--- src/rtl/fractal_sync_np_remote_rf.sv ---
// fractal_sync_np_remote_rf
//   N-port counting remote register file for the fractal synchronization tree.
//   Every request names a tree node (level, id) and the number of participants
//   expected at that node. Arrivals are accumulated per node. All waiters are
//   released in the cycle the count is reached. Arrivals that hit the same
//   node in the same cycle are merged into one counter update.
//
// Ports
//   clk_i, rst_i    clock, synchronous active-high reset
//   req_valid_i[p]  one-cycle arrival strobe on port p
//   level_i[p]      tree level of the addressed node
//   id_i[p]         node id within that level
//   expected_i[p]   participants required for release
//   rsp_valid_o[p]  registered response strobe, one cycle after the request
//   rsp_release_o[p] 1 = barrier completed, 0 = still pending
//   rsp_err_o[p]    00 ok, 01 bad signature, 10 bad expected, 11 overflow
//   pending_o       number of nodes holding a nonzero count (registered)
module fractal_sync_np_remote_rf #(
  parameter int N_PORTS     = 4,
  parameter int ID_WIDTH    = 3,
  parameter int LEVEL_WIDTH = 2,
  parameter int MAX_PART    = 4,
  parameter int CNT_WIDTH   = $clog2(MAX_PART + 1)
) (
  input  logic                   clk_i,
  input  logic                   rst_i,
  input  logic                   req_valid_i   [N_PORTS],
  input  logic [LEVEL_WIDTH-1:0] level_i       [N_PORTS],
  input  logic [ID_WIDTH-1:0]    id_i          [N_PORTS],
  input  logic [CNT_WIDTH-1:0]   expected_i    [N_PORTS],
  output logic                   rsp_valid_o   [N_PORTS],
  output logic                   rsp_release_o [N_PORTS],
  output logic [1:0]             rsp_err_o     [N_PORTS],
  // N_REGS+1 == 2**(ID_WIDTH+1), so the pending count needs ID_WIDTH+1 bits
  output logic [ID_WIDTH:0]      pending_o
);

  localparam int N_REGS = 2**(ID_WIDTH+1) - 1;
  localparam int SIG_W  = ID_WIDTH + 1;
  localparam int PEND_W = ID_WIDTH + 1;

  // A node exists when its level is in range and the id fits that level.
  function automatic logic sig_ok_f(input logic [LEVEL_WIDTH-1:0] lvl,
                                    input logic [ID_WIDTH-1:0]    id);
    if (int'(lvl) > ID_WIDTH) return 1'b0;
    return (int'(id) >> (ID_WIDTH - int'(lvl))) == 0;
  endfunction

  // Flat entry index: levels are packed one after another, level 0 first.
  function automatic logic [SIG_W-1:0] sig_f(input logic [LEVEL_WIDTH-1:0] lvl,
                                             input logic [ID_WIDTH-1:0]    id);
    int base;
    if (int'(lvl) > ID_WIDTH) return '0;
    base = (1 << (ID_WIDTH + 1)) - (1 << (ID_WIDTH - int'(lvl) + 1));
    return SIG_W'(base + int'(id));
  endfunction

  logic [CNT_WIDTH-1:0] cnt_q [N_REGS];
  logic [CNT_WIDTH-1:0] cnt_d [N_REGS];
  logic                 rsp_valid_q [N_PORTS];
  logic                 rsp_valid_d [N_PORTS];
  logic                 rsp_release_q [N_PORTS];
  logic                 rsp_release_d [N_PORTS];
  logic [1:0]           rsp_err_q [N_PORTS];
  logic [1:0]           rsp_err_d [N_PORTS];
  logic [PEND_W-1:0]    pending_q;
  logic [PEND_W-1:0]    pending_d;

  // Per-port request decode
  logic [SIG_W-1:0] sig      [N_PORTS];
  logic [1:0]       err_code [N_PORTS];
  logic             good     [N_PORTS];

  genvar gi;
  generate
    for (gi = 0; gi < N_PORTS; gi++) begin : g_decode
      logic sig_good;
      logic exp_good;
      assign sig_good = sig_ok_f(level_i[gi], id_i[gi]);
      assign exp_good = (expected_i[gi] != '0) && (int'(expected_i[gi]) <= MAX_PART);
      assign sig[gi]  = sig_f(level_i[gi], id_i[gi]);
      // Bad signature outranks bad expected
      assign err_code[gi] = !sig_good ? 2'b01 : (!exp_good ? 2'b10 : 2'b00);
      assign good[gi]     = req_valid_i[gi] && sig_good && exp_good;
    end
  endgenerate

  int   k_v;
  int   e_v;
  int   sum_v;
  int   pend_v;
  logic lead_v;

  always_comb begin
    for (int r = 0; r < N_REGS; r++) cnt_d[r] = cnt_q[r];
    k_v    = 0;
    e_v    = 0;
    sum_v  = 0;
    pend_v = 0;
    lead_v = 1'b0;

    for (int p = 0; p < N_PORTS; p++) begin
      rsp_valid_d[p]   = req_valid_i[p];
      rsp_release_d[p] = 1'b0;
      rsp_err_d[p]     = req_valid_i[p] ? err_code[p] : 2'b00;

      if (good[p]) begin
        // Every port of a group recomputes the same group result, so the
        // repeated writes to cnt_d carry identical values.
        k_v    = 0;
        e_v    = 0;
        lead_v = 1'b0;
        for (int q = 0; q < N_PORTS; q++) begin
          if (good[q] && sig[q] == sig[p]) begin
            k_v = k_v + 1;
            if (!lead_v) begin
              e_v    = int'(expected_i[q]);
              lead_v = 1'b1;
            end
          end
        end
        sum_v = int'(cnt_q[sig[p]]) + k_v;
        if (sum_v < e_v) begin
          cnt_d[sig[p]] = CNT_WIDTH'(sum_v);
        end else begin
          cnt_d[sig[p]]    = '0;
          rsp_release_d[p] = 1'b1;
          if (sum_v > e_v) rsp_err_d[p] = 2'b11;
        end
      end
    end

    for (int r = 0; r < N_REGS; r++) begin
      if (cnt_d[r] != '0) pend_v = pend_v + 1;
    end
    pending_d = PEND_W'(pend_v);
  end

  always_ff @(posedge clk_i) begin
    if (rst_i) begin
      for (int r = 0; r < N_REGS; r++) cnt_q[r] <= '0;
      for (int p = 0; p < N_PORTS; p++) begin
        rsp_valid_q[p]   <= 1'b0;
        rsp_release_q[p] <= 1'b0;
        rsp_err_q[p]     <= 2'b00;
      end
      pending_q <= '0;
    end else begin
      for (int r = 0; r < N_REGS; r++) cnt_q[r] <= cnt_d[r];
      for (int p = 0; p < N_PORTS; p++) begin
        rsp_valid_q[p]   <= rsp_valid_d[p];
        rsp_release_q[p] <= rsp_release_d[p];
        rsp_err_q[p]     <= rsp_err_d[p];
      end
      pending_q <= pending_d;
    end
  end

  assign rsp_valid_o   = rsp_valid_q;
  assign rsp_release_o = rsp_release_q;
  assign rsp_err_o     = rsp_err_q;
  assign pending_o     = pending_q;

endmodule
--- config.mk ---
export PLATFORM = sky130hd
export DESIGN_NAME = fractal_sync_np_remote_rf
export DESIGN_NICKNAME = d
export VERILOG_FILES = /design/src/rtl/fractal_sync_np_remote_rf.sv
export SDC_FILE = /design/constraint.sdc
export NUM_CORES = 1
export LEC_CHECK = 0
export CORE_MARGIN = 3
export CORE_UTILIZATION = 63
export CTS_CLUSTER_DIAMETER = 100
export DETAILED_ROUTE_END_ITERATION = 8
export PLACE_DENSITY = 0.84
export SLEW_MARGIN = 25
export SYNTH_ARGS = -nofsm -noshare
export SYNTH_HDL_FRONTEND = slang
export SYNTH_SLANG_ARGS = --single-unit
--- constraint.sdc ---
create_clock -name clk_i -period 18.48 [get_ports clk_i]
set_input_delay 1.848 -clock clk_i [delete_from_list [all_inputs] [get_ports clk_i]]
set_output_delay 1.848 -clock clk_i [all_outputs]
set_load 0.02 [all_outputs]
==> qor.yml <==
ys_ff_latch: 65
fillerInstances: 1222
final_area_sq_um: 10900
wirelength_um: 35500
r2r_start: "cnt_q[10][0]$_SDFF_PP0_"
sw_frac_of_total_pct: 48.4
maxCapViolations: 0
numCtsBuffers: 9
cts_tree: "built"
yosysWarnings: 0
overflow: 0
r2r_slack_ns: 6.42
finalPower_w: 0.00105
p_comb_share_pct: 68.2
p_per_area_nw_per_um2: 95.9
critPathArrivalTime_ns: 15.82
ctsHtreeMaxLevel: 3
p_switching_w: 0.000507
min_delay_path_depth: 2
finalHoldViolations: 0
yosysTopAreaCell: "dfxtp_1"
area_delta_synth_final_pct: 11.1
fin_crit_ns: 15.60
max_freq_mhz: 64.1
holdCritStartpoint: "cnt_q[1][0]$_SDFF_PP0_"
critPathLaunchType: "input port"
status: "finished clean"
cts_resized: 0
crit_path_frequent_cell: "ha_1"
vias: 10640
register_area_sq_um: 1300
syn_area_sq_um: 9850
gp_congestion: 1.08
cts_root_buf: "clkbuf_16"
synthTopCellsByArea: "dfxtp_1 (13%), mux4_2 (10%), ha_1 (7.5%)"
ys_types: 84
fin_ws_ns: 2.88
crit_path_max_fanout: 17
clock_latency_ns: 0.35
core-area_sq_um: 15300
placed_area_sq_um: 10600
dp_slack_ns: 2.63
slew_headroom_pct: 30.1
leakage_nw: 4.45
grt_pass1_vias: 9717
grt_setup_unrepaired: "no"
r2r-end: "pending_o[2]$_SDFF_PP0_"
cpPeakStageDelay_ns: 0.60
globalRouteTotalUtil_pct: 41.2
internal_power_w: 0.000542
drt_iter0_markers: 1435
viasPerCell: 7.13
port_buffers: 57
crit_slowest_cell: "and2_1"
fin_worst_skew_ns: 0.00944
antenna_cells: 0
nNetsFinal: 1382
dieArea_sq_um: 17200
post-synth-top-count-cell: "nor2_1"
wl_per_cell_um: 23.8
synthTopCellsByCount: "nor2_1 (108), nand2_1 (100), a21oi_1 (67)"
synthCells: 1250
seqPwrFrac_pct: 14.7
clkTransAtPathRegs_ns: 0.06
rows: 45
clockBufferDepth: 2
pin_count: 58
worstHoldPathType: "reg2reg"
multiInputGateArea_sq_um: 8120
dp_hpwl_um: 26800
postSynth.asyncResetShare_pct: 0
cp_num_buf_inv: 9
setup_violations: 0
synth-edff-count: 0
cp_top_family: "simple AND/OR/NAND/NOR gates"
ant_nets: 0
postCtsHoldBufs: 0
fp.dieH_um: 131
grt_max_degree: 37
fin_tns_setup_ns: 0
end_kind: "flop"
ys_seq_area_share_pct: 13.2
worstPathRequired_ns: 18.70
grt_pass1_wl_um: 53700
rr_worst_depth: 51
yosys_most_used_dff: "dfxtp_1"
dr.pass1.iters: 7
clock_sinks: 65
period_share_pct: 84.4
drcViolationCount: 0
layout-drive-gt1-share_pct: 10.3
slew_violations: 0
initial_core_util_pct: 64.5
ir_worst_vdd_v: 0.000190
synth.top_cell.area_share_pct: 13.2
fin_util_pct: 71.7
fp.dieW_um: 131
syn_avg_cell_area_sq_um: 7.88
antenna_found_initial: 1
hold-path-endpoint: "cnt_q[1][0]$_SDFF_PP0_"
clkPwrFrac_pct: 17.1
post-cts-setup-buffers: 0
critPathKind: "in2reg"
tightest_slew_ns: 1.04
kinds of logic (layout without fill, tap and decap cells):
| group | count (synthesis) | after routing | synth area share, % |
|---|---|---|---|
| XOR/XNOR | 84 | 84 | 8.92 |
| buffers and inverters | 124 | 153 | 5.04 |
| multiplexers | 125 | 125 | 18.6 |
| other | 1 | 4 | 0.0381 |
| adder cells (fa/ha/maj) | 67 | 67 | 9.12 |
| AO/OA/AOI/OAI | 271 | 271 | 17.9 |
| AND/OR/NAND/NOR | 513 | 513 | 27.1 |
| flip-flops | 65 | 65 | 13.2 |
power groups by stage:
stage	combinational, W	clock [W]	sequential, W
final	0.000715	0.000180	0.000154
after global routing	0.000781	0.000184	0.000155
after CTS	0.000699	0.000179	0.000154
after detailed placement	0.000697	0	0.000157
after global placement	0.000678	0	0.000156
after floorplan	0.000524	0	0.000159
cell type report:
cell class / instances / share of cell area, %
timing repair buffer: 80 / 6.79
multi-input combinational: 1064 / 74.2
tap: 211 / 2.41
sequential: 65 / 11.9
clock inverter: 5 / 0.503
inverter: 57 / 2.00
clock buffer: 11 / 2.22
state kept, by name, summed over array words and instances (netlist names):
name,flops
cnt_q,45
rsp_err_o,8
pending_o,4
rsp_release_o,4
rsp_valid_o,4
layout by cell type, fill, tap and decap left out, types with 5 or more instances in the layout:
master	n
nor2_1	108
nand2_1	100
a21oi_1	67
dfxtp_1	65
mux2i_1	63
o21ai_0	59
ha_1	59
xnor2_1	57
clkdlybuf4s50_1	57
inv_1	53
nand3_1	51
nor3_1	47
mux4_2	45
and2_1	34
nand4_1	28
buf_4	23
nor4_1	22
nor2b_1	21
and3_1	21
a211oi_1	21
mux2_2	17
a31oi_1	17
or3_1	16
xor2_1	16
o21a_1	14
nand2b_1	14
a22oi_1	11
or4_1	11
a21o_1	10
o211ai_1	9
clkbuf_16	9
fa_1	8
or2_2	7
a221oi_1	6
o21ai_1	5
o31ai_1	5
metrics by stage:
stage | instances | hold slack, ns
after detailed placement | 1477 | 0.689
after CTS | 1493 | 0.699
after floorplan | 1253 | 0.594
final | 1493 | 0.713
after global placement | 1477 | 0.690
after global routing | 1493 | 0.725
how the worst max path moves through the flow:
stage                     cells after the start        from                 endpoint
final                                        63  level_i[6]  pending_o[2]$_SDFF_PP0_
after global routing                         63  level_i[6]  pending_o[2]$_SDFF_PP0_
after CTS                                    62  level_i[1]  pending_o[2]$_SDFF_PP0_
after detailed placement                     62  level_i[1]  pending_o[2]$_SDFF_PP0_
after global placement                       62  level_i[1]  pending_o[2]$_SDFF_PP0_
after floorplan                              63  level_i[6]  pending_o[3]$_SDFF_PP0_
per-layer routing:
metal  vias up  GRT usage, %  part of all wire, %
met5         -             0                    0
met4         0          27.3                  8.0
met3       217          11.3                   12
met2       774          62.3                   43
met1      4913          51.2                   36
li1       4736             -                    -
worst register-to-register path: cells and delay by family (launching register included):
| family | cells | cell delay (ns) |
|---|---|---|
| AO/OA/AOI/OAI | 15 | 2.98 |
| AND/OR/NAND/NOR | 13 | 2.96 |
| adder cells (fa/ha/maj) | 9 | 2.73 |
| multiplexers | 6 | 1.92 |
| XOR/XNOR | 3 | 0.48 |
| buffers and inverters | 5 | 0.43 |
| flip-flops | 1 | 0.39 |
Power figures use the tool's default switching activity.
